--- config.mk ---
export PLATFORM = sky130hd
export DESIGN_NAME = pio_cmd_responder_flat
export DESIGN_NICKNAME = d
export VERILOG_FILES = /design/src/rtl/pio_cmd_responder_if.sv /design/src/rtl/pio_cmd_responder.sv /design/src/flat_wrapper.sv
export SDC_FILE = /design/constraint.sdc
export NUM_CORES = 1
export LEC_CHECK = 0
export BUFFER_PORTS_ARGS = -buffer_cell sky130_fd_sc_hd__buf_2
export CAP_MARGIN = 10
export CELL_PAD_IN_SITES_DETAIL_PLACEMENT = 1
export CELL_PAD_IN_SITES_GLOBAL_PLACEMENT = 1
export CORE_ASPECT_RATIO = 0.6
export CORE_MARGIN = 5
export CORE_UTILIZATION = 50
export CTS_CLUSTER_DIAMETER = 120
export CTS_CLUSTER_SIZE = 28
export DETAILED_ROUTE_END_ITERATION = 8
export PLACE_DENSITY_LB_ADDON = 0.05
export SLEW_MARGIN = 20
export SYNTH_ARGS = -nofsm -noshare
export SYNTH_HDL_FRONTEND = slang
export SYNTH_SLANG_ARGS = --single-unit
--- constraint.sdc ---
create_clock -name clk_clk -period 2.8 [get_ports clk_clk]
set_clock_uncertainty 0.15 [all_clocks]
set_input_delay 0.28 -clock clk_clk [delete_from_list [all_inputs] [get_ports clk_clk]]
set_output_delay 0.28 -clock clk_clk [all_outputs]
set_load 0.005 [all_outputs]
--- src/rtl/pio_cmd_responder_if.sv ---
// PIO command/response word pair between the Nios processor and the fabric responder.
interface pio_cmd_responder_if;
  logic [9:0] pio_cmd_export;
  logic [9:0] pio_rsp_export;

  modport master (output pio_cmd_export, input pio_rsp_export);
  modport slave  (input pio_cmd_export, output pio_rsp_export);
endinterface

--- src/rtl/pio_cmd_responder.sv ---
// Fabric-side responder for the Nios PIO toggle request/acknowledge protocol.
// Optional PIO_CMD_SYNC_EN: 2-flop synchronizer on the command word for a foreign clock domain.
module pio_cmd_responder #(
  parameter int unsigned DEPTH        = 8,
  parameter int unsigned RESP_LATENCY = 0
) (
  input  logic                clk_clk,
  input  logic                reset_reset,
  pio_cmd_responder_if.slave  pio,
  output logic [6:0]          user_out,
  output logic                busy,
  output logic [5:0]          fifo_count
);

  localparam int unsigned PW      = (DEPTH > 1) ? $clog2(DEPTH) : 1;
  localparam bit          HAS_LAT = (RESP_LATENCY > 0);
  localparam logic [7:0]  LAT_M1  = HAS_LAT ? 8'(RESP_LATENCY - 1) : 8'd0;

  typedef enum logic [1:0] {IDLE, EXEC, WAIT, ACK} state_t;
  typedef enum logic [1:0] {OP_SET_OUT, OP_PUSH, OP_POP, OP_STATUS} op_t;

  state_t          state, state_n;
  op_t             op_q;
  logic [6:0]      data_q;
  logic            req_seen;
  logic            err_q;
  logic [7:0]      rdata_q;
  logic [7:0]      cnt;
  logic [PW-1:0]   wr_ptr, rd_ptr;
  logic [5:0]      count;
  logic [6:0]      mem [DEPTH];
  logic [9:0]      cmd_s;
  logic            full, empty, req_new;

`ifdef PIO_CMD_SYNC_EN
  logic [9:0] cmd_meta, cmd_sync;

  always_ff @(posedge clk_clk or posedge reset_reset) begin
    if (reset_reset) begin
      cmd_meta <= '0;
      cmd_sync <= '0;
    end else begin
      cmd_meta <= pio.pio_cmd_export;
      cmd_sync <= cmd_meta;
    end
  end

  assign cmd_s = cmd_sync;
`else
  assign cmd_s = pio.pio_cmd_export;
`endif

  assign full       = (count == 6'(DEPTH));
  assign empty      = (count == 6'd0);
  assign req_new    = (cmd_s[9] != req_seen);
  assign busy       = (state != IDLE);
  assign fifo_count = count;

  always_ff @(posedge clk_clk or posedge reset_reset) begin
    if (reset_reset) state <= IDLE;
    else             state <= state_n;
  end

  always_comb begin
    state_n = state;
    unique case (state)
      IDLE: if (req_new) state_n = EXEC;
      EXEC: state_n = HAS_LAT ? WAIT : ACK;
      WAIT: if (cnt == 8'd0) state_n = ACK;
      ACK:  state_n = IDLE;
      default: state_n = IDLE;
    endcase
  end

  // Storage array carries no reset; validity is tracked by count and the pointers.
  always_ff @(posedge clk_clk) begin
    if (state == EXEC && op_q == OP_PUSH && !full) mem[wr_ptr] <= data_q;
  end

  always_ff @(posedge clk_clk or posedge reset_reset) begin
    if (reset_reset) begin
      req_seen           <= 1'b0;
      op_q               <= OP_SET_OUT;
      data_q             <= '0;
      err_q              <= 1'b0;
      rdata_q            <= '0;
      cnt                <= '0;
      user_out           <= '0;
      pio.pio_rsp_export <= '0;
      wr_ptr             <= '0;
      rd_ptr             <= '0;
      count              <= '0;
    end else begin
      unique case (state)
        IDLE: begin
          if (req_new) begin
            req_seen <= cmd_s[9];
            op_q     <= op_t'(cmd_s[8:7]);
            data_q   <= cmd_s[6:0];
          end
        end
        EXEC: begin
          cnt     <= LAT_M1;
          err_q   <= 1'b0;
          rdata_q <= '0;
          unique case (op_q)
            OP_SET_OUT: begin
              user_out <= data_q;
              rdata_q  <= {1'b0, data_q};
            end
            OP_PUSH: begin
              if (!full) begin
                wr_ptr  <= wr_ptr + PW'(1);
                count   <= count + 6'd1;
                rdata_q <= {2'b00, count + 6'd1};
              end else begin
                err_q   <= 1'b1;
                rdata_q <= {2'b00, count};
              end
            end
            OP_POP: begin
              if (!empty) begin
                rdata_q <= {1'b0, mem[rd_ptr]};
                rd_ptr  <= rd_ptr + PW'(1);
                count   <= count - 6'd1;
              end else begin
                err_q   <= 1'b1;
              end
            end
            OP_STATUS: rdata_q <= {full, empty, count};
            default: ;
          endcase
        end
        WAIT: cnt <= cnt - 8'd1;
        ACK:  pio.pio_rsp_export <= {req_seen, err_q, rdata_q};
        default: ;
      endcase
    end
  end

endmodule

--- src/flat_wrapper.sv ---
// flat-port wrapper written by rule: the top's interface ports become plain ports
module pio_cmd_responder_flat 
#(
  parameter int unsigned DEPTH        = 8,
  parameter int unsigned RESP_LATENCY = 0
)
  (clk_clk, reset_reset, user_out, busy, fifo_count, pio_pio_cmd_export, pio_pio_rsp_export);
  pio_cmd_responder_if pio_i ();
  input  logic clk_clk;
  input  logic reset_reset;
  output logic [6:0] user_out;
  output logic busy;
  output logic [5:0] fifo_count;
  input wire logic [$bits(pio_i.pio_cmd_export)-1:0] pio_pio_cmd_export;
  output wire logic [$bits(pio_i.pio_rsp_export)-1:0] pio_pio_rsp_export;
  assign pio_i.pio_cmd_export = pio_pio_cmd_export;
  assign pio_pio_rsp_export = pio_i.pio_rsp_export;
  pio_cmd_responder #(.DEPTH(DEPTH), .RESP_LATENCY(RESP_LATENCY)) u_core (.clk_clk(clk_clk), .reset_reset(reset_reset), .pio(pio_i), .user_out(user_out), .busy(busy), .fifo_count(fifo_count));
endmodule
Word level (Yosys, flattened, before mapping)
Memories as Yosys holds them, arrays and structs flattened.
Cells that the tools add are included.
{"block": "op_classes", "addsub": 5, "n_mul": 0, "div_mod_pow": 0, "n_lt_le_gt_ge": 0, "n_eq_ne": 12, "shifts": 0, "muxes": 15, "bitwise": 2, "reduce_logical": 16}
{"op": "$pmux 8 s4", "count": 1}
{"op": "$mux 6", "count": 3}
{"op": "$pmux 8 s2", "count": 1}
{"op": "$pmux 6 s2", "count": 1}
{"op": "$eq 2x2->1 const B", "count": 4}
{"op": "$logic_not 8->1", "count": 1}
{"op": "$pmux 2 s4", "count": 1}
{"op": "$sub 8x1->8 const B", "count": 1}
{"op": "$mux 7", "count": 1}
{"op": "$add 3x1->3 const B", "count": 2}
{"op": "$add 6x1->6 const B", "count": 1}
{"op": "$eq 6x4->1 const B", "count": 1}
{"op": "$logic_not 6->1", "count": 1}
{"op": "$reduce_and 2->1", "count": 3}
{"op": "$reduce_and 3->1", "count": 2}
{"op": "$reduce_bool 2->1", "count": 3}
{"op": "$sub 6x1->6 const B", "count": 1}
{"op": "$eq 2x1->1 const B", "count": 2}
{"op": "$logic_not 2->1", "count": 2}
{"op": "$mux 1", "count": 4}
{"op": "$mux 2", "count": 2}
{"op": "$ne 2x1->1 const B", "count": 2}
{"op": "$ne 2x2->1 const B", "count": 2}
{"op": "$reduce_and 4->1", "count": 1}
{"op": "5 further kinds", "count": 7}
{"block": "word_totals", "register_bits": 58, "latch_bits": 0, "ram_bits": 56, "rom_bits": 0, "out_inout_bits": 24, "n_memories": 1}
{"name": "u_core.mem", "depth": 8, "word_bits": 7, "read_ports": 1, "rd_ports_with_merged_regs": 0, "write_ports": 1, "line": "pio_cmd_responder.sv:31", "rtl": "logic [6:0] mem [DEPTH];"}

Logic depth before layout (Yosys ltp)
{"block": "depth", "word_depth": 5, "depth_mapped": 7, "depth_no_buf": 6}

Worst setup path after synthesis
No wires, ideal clock.
{"block": "synth_path", "path_kind": "register to register", "from": "reg u_core.count[0] (netlist: u_core.fifo_count[0])", "to": "mem u_core.mem[0][0], enable pin", "setup_ns": 0.380, "arrival_time_ns": 1.877, "t_required_ns": 2.270, "setup_slack_ns": 0.393, "path_stages_with_launch": 8, "path_cell_list": "dfrtp_1 > inv_1 > ha_1 > or3b_1 > buf_6 > o21a_4 > nand3b_1 > nor3_1"}
{"block": "synth_between", "elab_chain_cells": 5}
{"element": "start, declared", "line": "pio_cmd_responder.sv:30", "rtl": "logic [5:0] count;"}
{"element": "start signal, assigned", "line": "pio_cmd_responder.sv:114", "rtl": "count <= count + 6'd1;"}
{"element": "start signal, assigned", "line": "pio_cmd_responder.sv:125", "rtl": "count <= count - 6'd1;"}
{"element": "$eq 6x4->1", "line": "pio_cmd_responder.sv:53", "rtl": "assign full = (count == 6'(DEPTH));"}
{"element": "$logic_not 1->1", "line": "pio_cmd_responder.sv:77", "rtl": "if (state == EXEC && op_q == OP_PUSH && !full) mem[wr_ptr] <= data_q;"}
{"element": "$logic_and 1x1->1", "line": "pio_cmd_responder.sv:77"}
{"element": "$mux 1", "line": "pio_cmd_responder.sv:77"}
{"element": "$mux 1 (not written as such)", "line": "pio_cmd_responder.sv:77"}
{"element": "end, declared", "line": "pio_cmd_responder.sv:31"}
Every way passes these cells.

Worst setup path in the final report
{"block": "layout_path", "from": "reg u_core.count[1] (netlist: u_core.fifo_count[1])", "to": "mem u_core.mem[0][6], enable pin"}
Same word-level chain as after synthesis.

==> reports/qor.yml <==
worst_slew_pin_slew_ns: 0.697
area_growth_pct: 19.8
cts_buffers: 17
final_cells: 569
via_per_inst: 5.80
postCtsSetupBuffers: 0
initial_utilization_pct: 51.9
dr_total_vias: 3299
synth.most_common_cell: "dfrtp_1"
synth_common_cells: "dfrtp_1, edfxtp_1, mux2_2"
irDropWorstVdd_v: 0.000594
reg2reg_slack_ns: 0.30
cp.required_ns: 2.77
clk_pin_slew_ns: 0.06
fin_setup_tns_ns: 0
startpoint_type: "flop"
first_global_vias: 3489
grt_max_degree: 38
yosysWarnings: 0
drive_above_1_share_pct: 28.1
synth.distinct_cells: 52
overflow: 0
die_height_um: 88.8
dp_slack_ns: 0.414
drtAntennaViolNets: 0
yosys.area.top_type: "edfxtp_1"
rsz0062_at_grt: "no"
p_per_area_mw_per_mm2: 1210
report.final.slew_viol_count: 0
cts_buffer_depth: 2
p_leak_uw: 0.00251
wl_um: 13300
synth_top_cell_area_share_pct: 32.5
max_freq_mhz: 399
dp_hpwl_um: 8750
holdWs_ns: 0.270
io_pins: 36
path_class: "reg -> reg"
track_usage_pct: 23.3
routedWlPerCell_um: 23.3
fillCellCount: 951
setup_violations: 0
tritoncts: "done"
io_buffers: 35
antenna_found_initial: 0
clkSinkCount: 114
async_flop_share_pct: 50.9
worstReg2RegStart: "u_core.fifo_count[1]"
htree_levels: 4
cp.arrival_ns: 2.48
rows: 28
internal_power_uw: 4760
power_frac_comb_pct: 34.4
avgSynthCellArea_um2: 14.5
swShare_pct: 36.9
p_total_uw: 7530
finalCriticalPeriod_ns: 2.50
status: "completed"
drt_iter0_drc: 284
gp_congestion: 0.885
route.detailed.drc: 0
coreArea_mm2: 0.00998
hold_class: "in -> async"
ys_ff_latch: 114
num_antenna_cells: 0
nNetsFinal: 448
p_clk_share_pct: 27.2
dpl.cell_count: 526
r2r_cells: 7
design.die.area_mm2: 0.0126
synth_edf_count: 56
hold_viol_final: 0
die_x_um: 141
reg2reg_to: "u_core.mem[0][6]"
netlist_instances: 357
maxCapViolCount: 0
worst_slack_ns: 0.297
synth_fp_nets: 384
cts-root-buf: "clkbuf_16"
firstDrtPassIters: 5
synth_area_mm2: 0.00518
clkLatencyLatePin_ns: 0.42
ys.flop_type: "dfrtp_1"
seqPwrFrac_pct: 38.5
crit_path_max_fanout: 8
endpoint_kind: "flop"
p_sw_uw: 2780
grt_first_pass_wirelength_um: 21000
post-route-period-util_pct: 89.4
relSlewSlack_pct: 53.3
ys_seq_area_share_pct: 60.5
synthTopCellsByArea: "edfxtp_1, dfrtp_1, mux2_2"
==> final cells by class <==
type | count | area (um2) | share of cell area (%)
clock inverters | 14 | 131 | 2.12
repair buffers | 62 | 405 | 6.54
well taps | 135 | 169 | 2.72
flip-flops and latches | 114 | 3130 | 50.5
inverters | 19 | 71.3 | 1.15
clock buffers | 18 | 429 | 6.92
multi-input cells | 207 | 1860 | 30.0
==> kinds of logic after synthesis <==
family          share of synthesized area, %
fa+ha+maj                               3.62
xor+xnor                                2.20
mux                                     15.2
compound gates                          6.65
simple gates                            8.34
buf+inv                                 3.53
flops                                   60.5
==> worst max path at each step <==
| stage | start | end | slack, ns | depth (start not counted) |
|---|---|---|---|---|
| floorplan | u_core.fifo_count[0] | u_core.mem[0][0] | 0.39 | 7 |
| global placement | u_core.fifo_count[0] | u_core.mem[6][5] | 0.52 | 6 |
| detailed placement | u_core.fifo_count[0] | u_core.mem[0][0] | 0.41 | 7 |
| CTS | u_core.fifo_count[0] | u_core.mem[0][3] | 0.29 | 7 |
| global route | u_core.fifo_count[0] | u_core.mem[0][6] | 0.18 | 7 |
| finish | u_core.fifo_count[1] | u_core.mem[0][6] | 0.30 | 7 |
==> timing repair <==
| item | 4_1_cts | 5_1_grt |
|---|---|---|
| endpoints found under the hold margin | 31 | 0 |
| hold buffers | 11 | 0 |
| gates resized for setup | 0 | 0 |
==> sequential cells by signal, indices dropped and copies added, names as in the netlist <==
register,cells
u_core.fifo_count,6
u_core.mem,56
u_core.state,2
u_core.rdata_q,8
u_core.err_q,1
u_core.op_q,2
u_core.data_q,7
u_core.pio.pio_rsp_export,10
u_core.user_out,7
u_core.rd_ptr,3
u_core.cnt,8
u_core.wr_ptr,3
u_core.req_seen,1
==> through the flow <==
step	utilization (%)	instance area, um2
detailed placement	55.4	5530
CTS	62.1	6200
global placement	55.4	5530
global route	62.1	6200
finish	62.1	6200
floorplan	-	5180
==> metal layers <==
metal | part of all wire [%] | track usage (%)
met3 | 8.7 | 8.26
met2 | 43 | 33.4
met4 | 0.96 | 7.06
met5 | 0 | 0
met1 | 48 | 33.6
==> placed cells by master (no fill, tap or decap), types with 7 or more instances in the layout <==
cell and count:
dfrtp_1 58, edfxtp_1 56, buf_2 35, mux2_2 31
nand2_1 19, inv_1 18, clkbuf_16 17, buf_4 16
nor2_1 15, ha_1 15, o21ai_0 14, mux4_1 13
nand3_1 12, dlygate4sd3_1 11, nor3_1 9, nand2b_1 7
nand3b_1 7, xnor2_1 7
==> critical path, stage by stage (launching register included) <==
cell and delay (ns):
dfrtp_1 0.52, inv_1 0.14, ha_1 0.21, or3b_1 0.19, o21a_4 0.15, nand3b_1 0.15, nor3_1 0.45, buf_4 0.24
==> power by group through the flow <==
stage	Combinational [uW]	Sequential, uW	Clock [uW]
2_1_floorplan	1850	2670	0
3_3_place_gp	2430	2880	0
3_5_place_dp	2520	2910	0
4_1_cts	2600	2890	2080
5_1_grt	2830	2960	2180
6_report	2590	2900	2050
(Power assumes the default switching activity.)
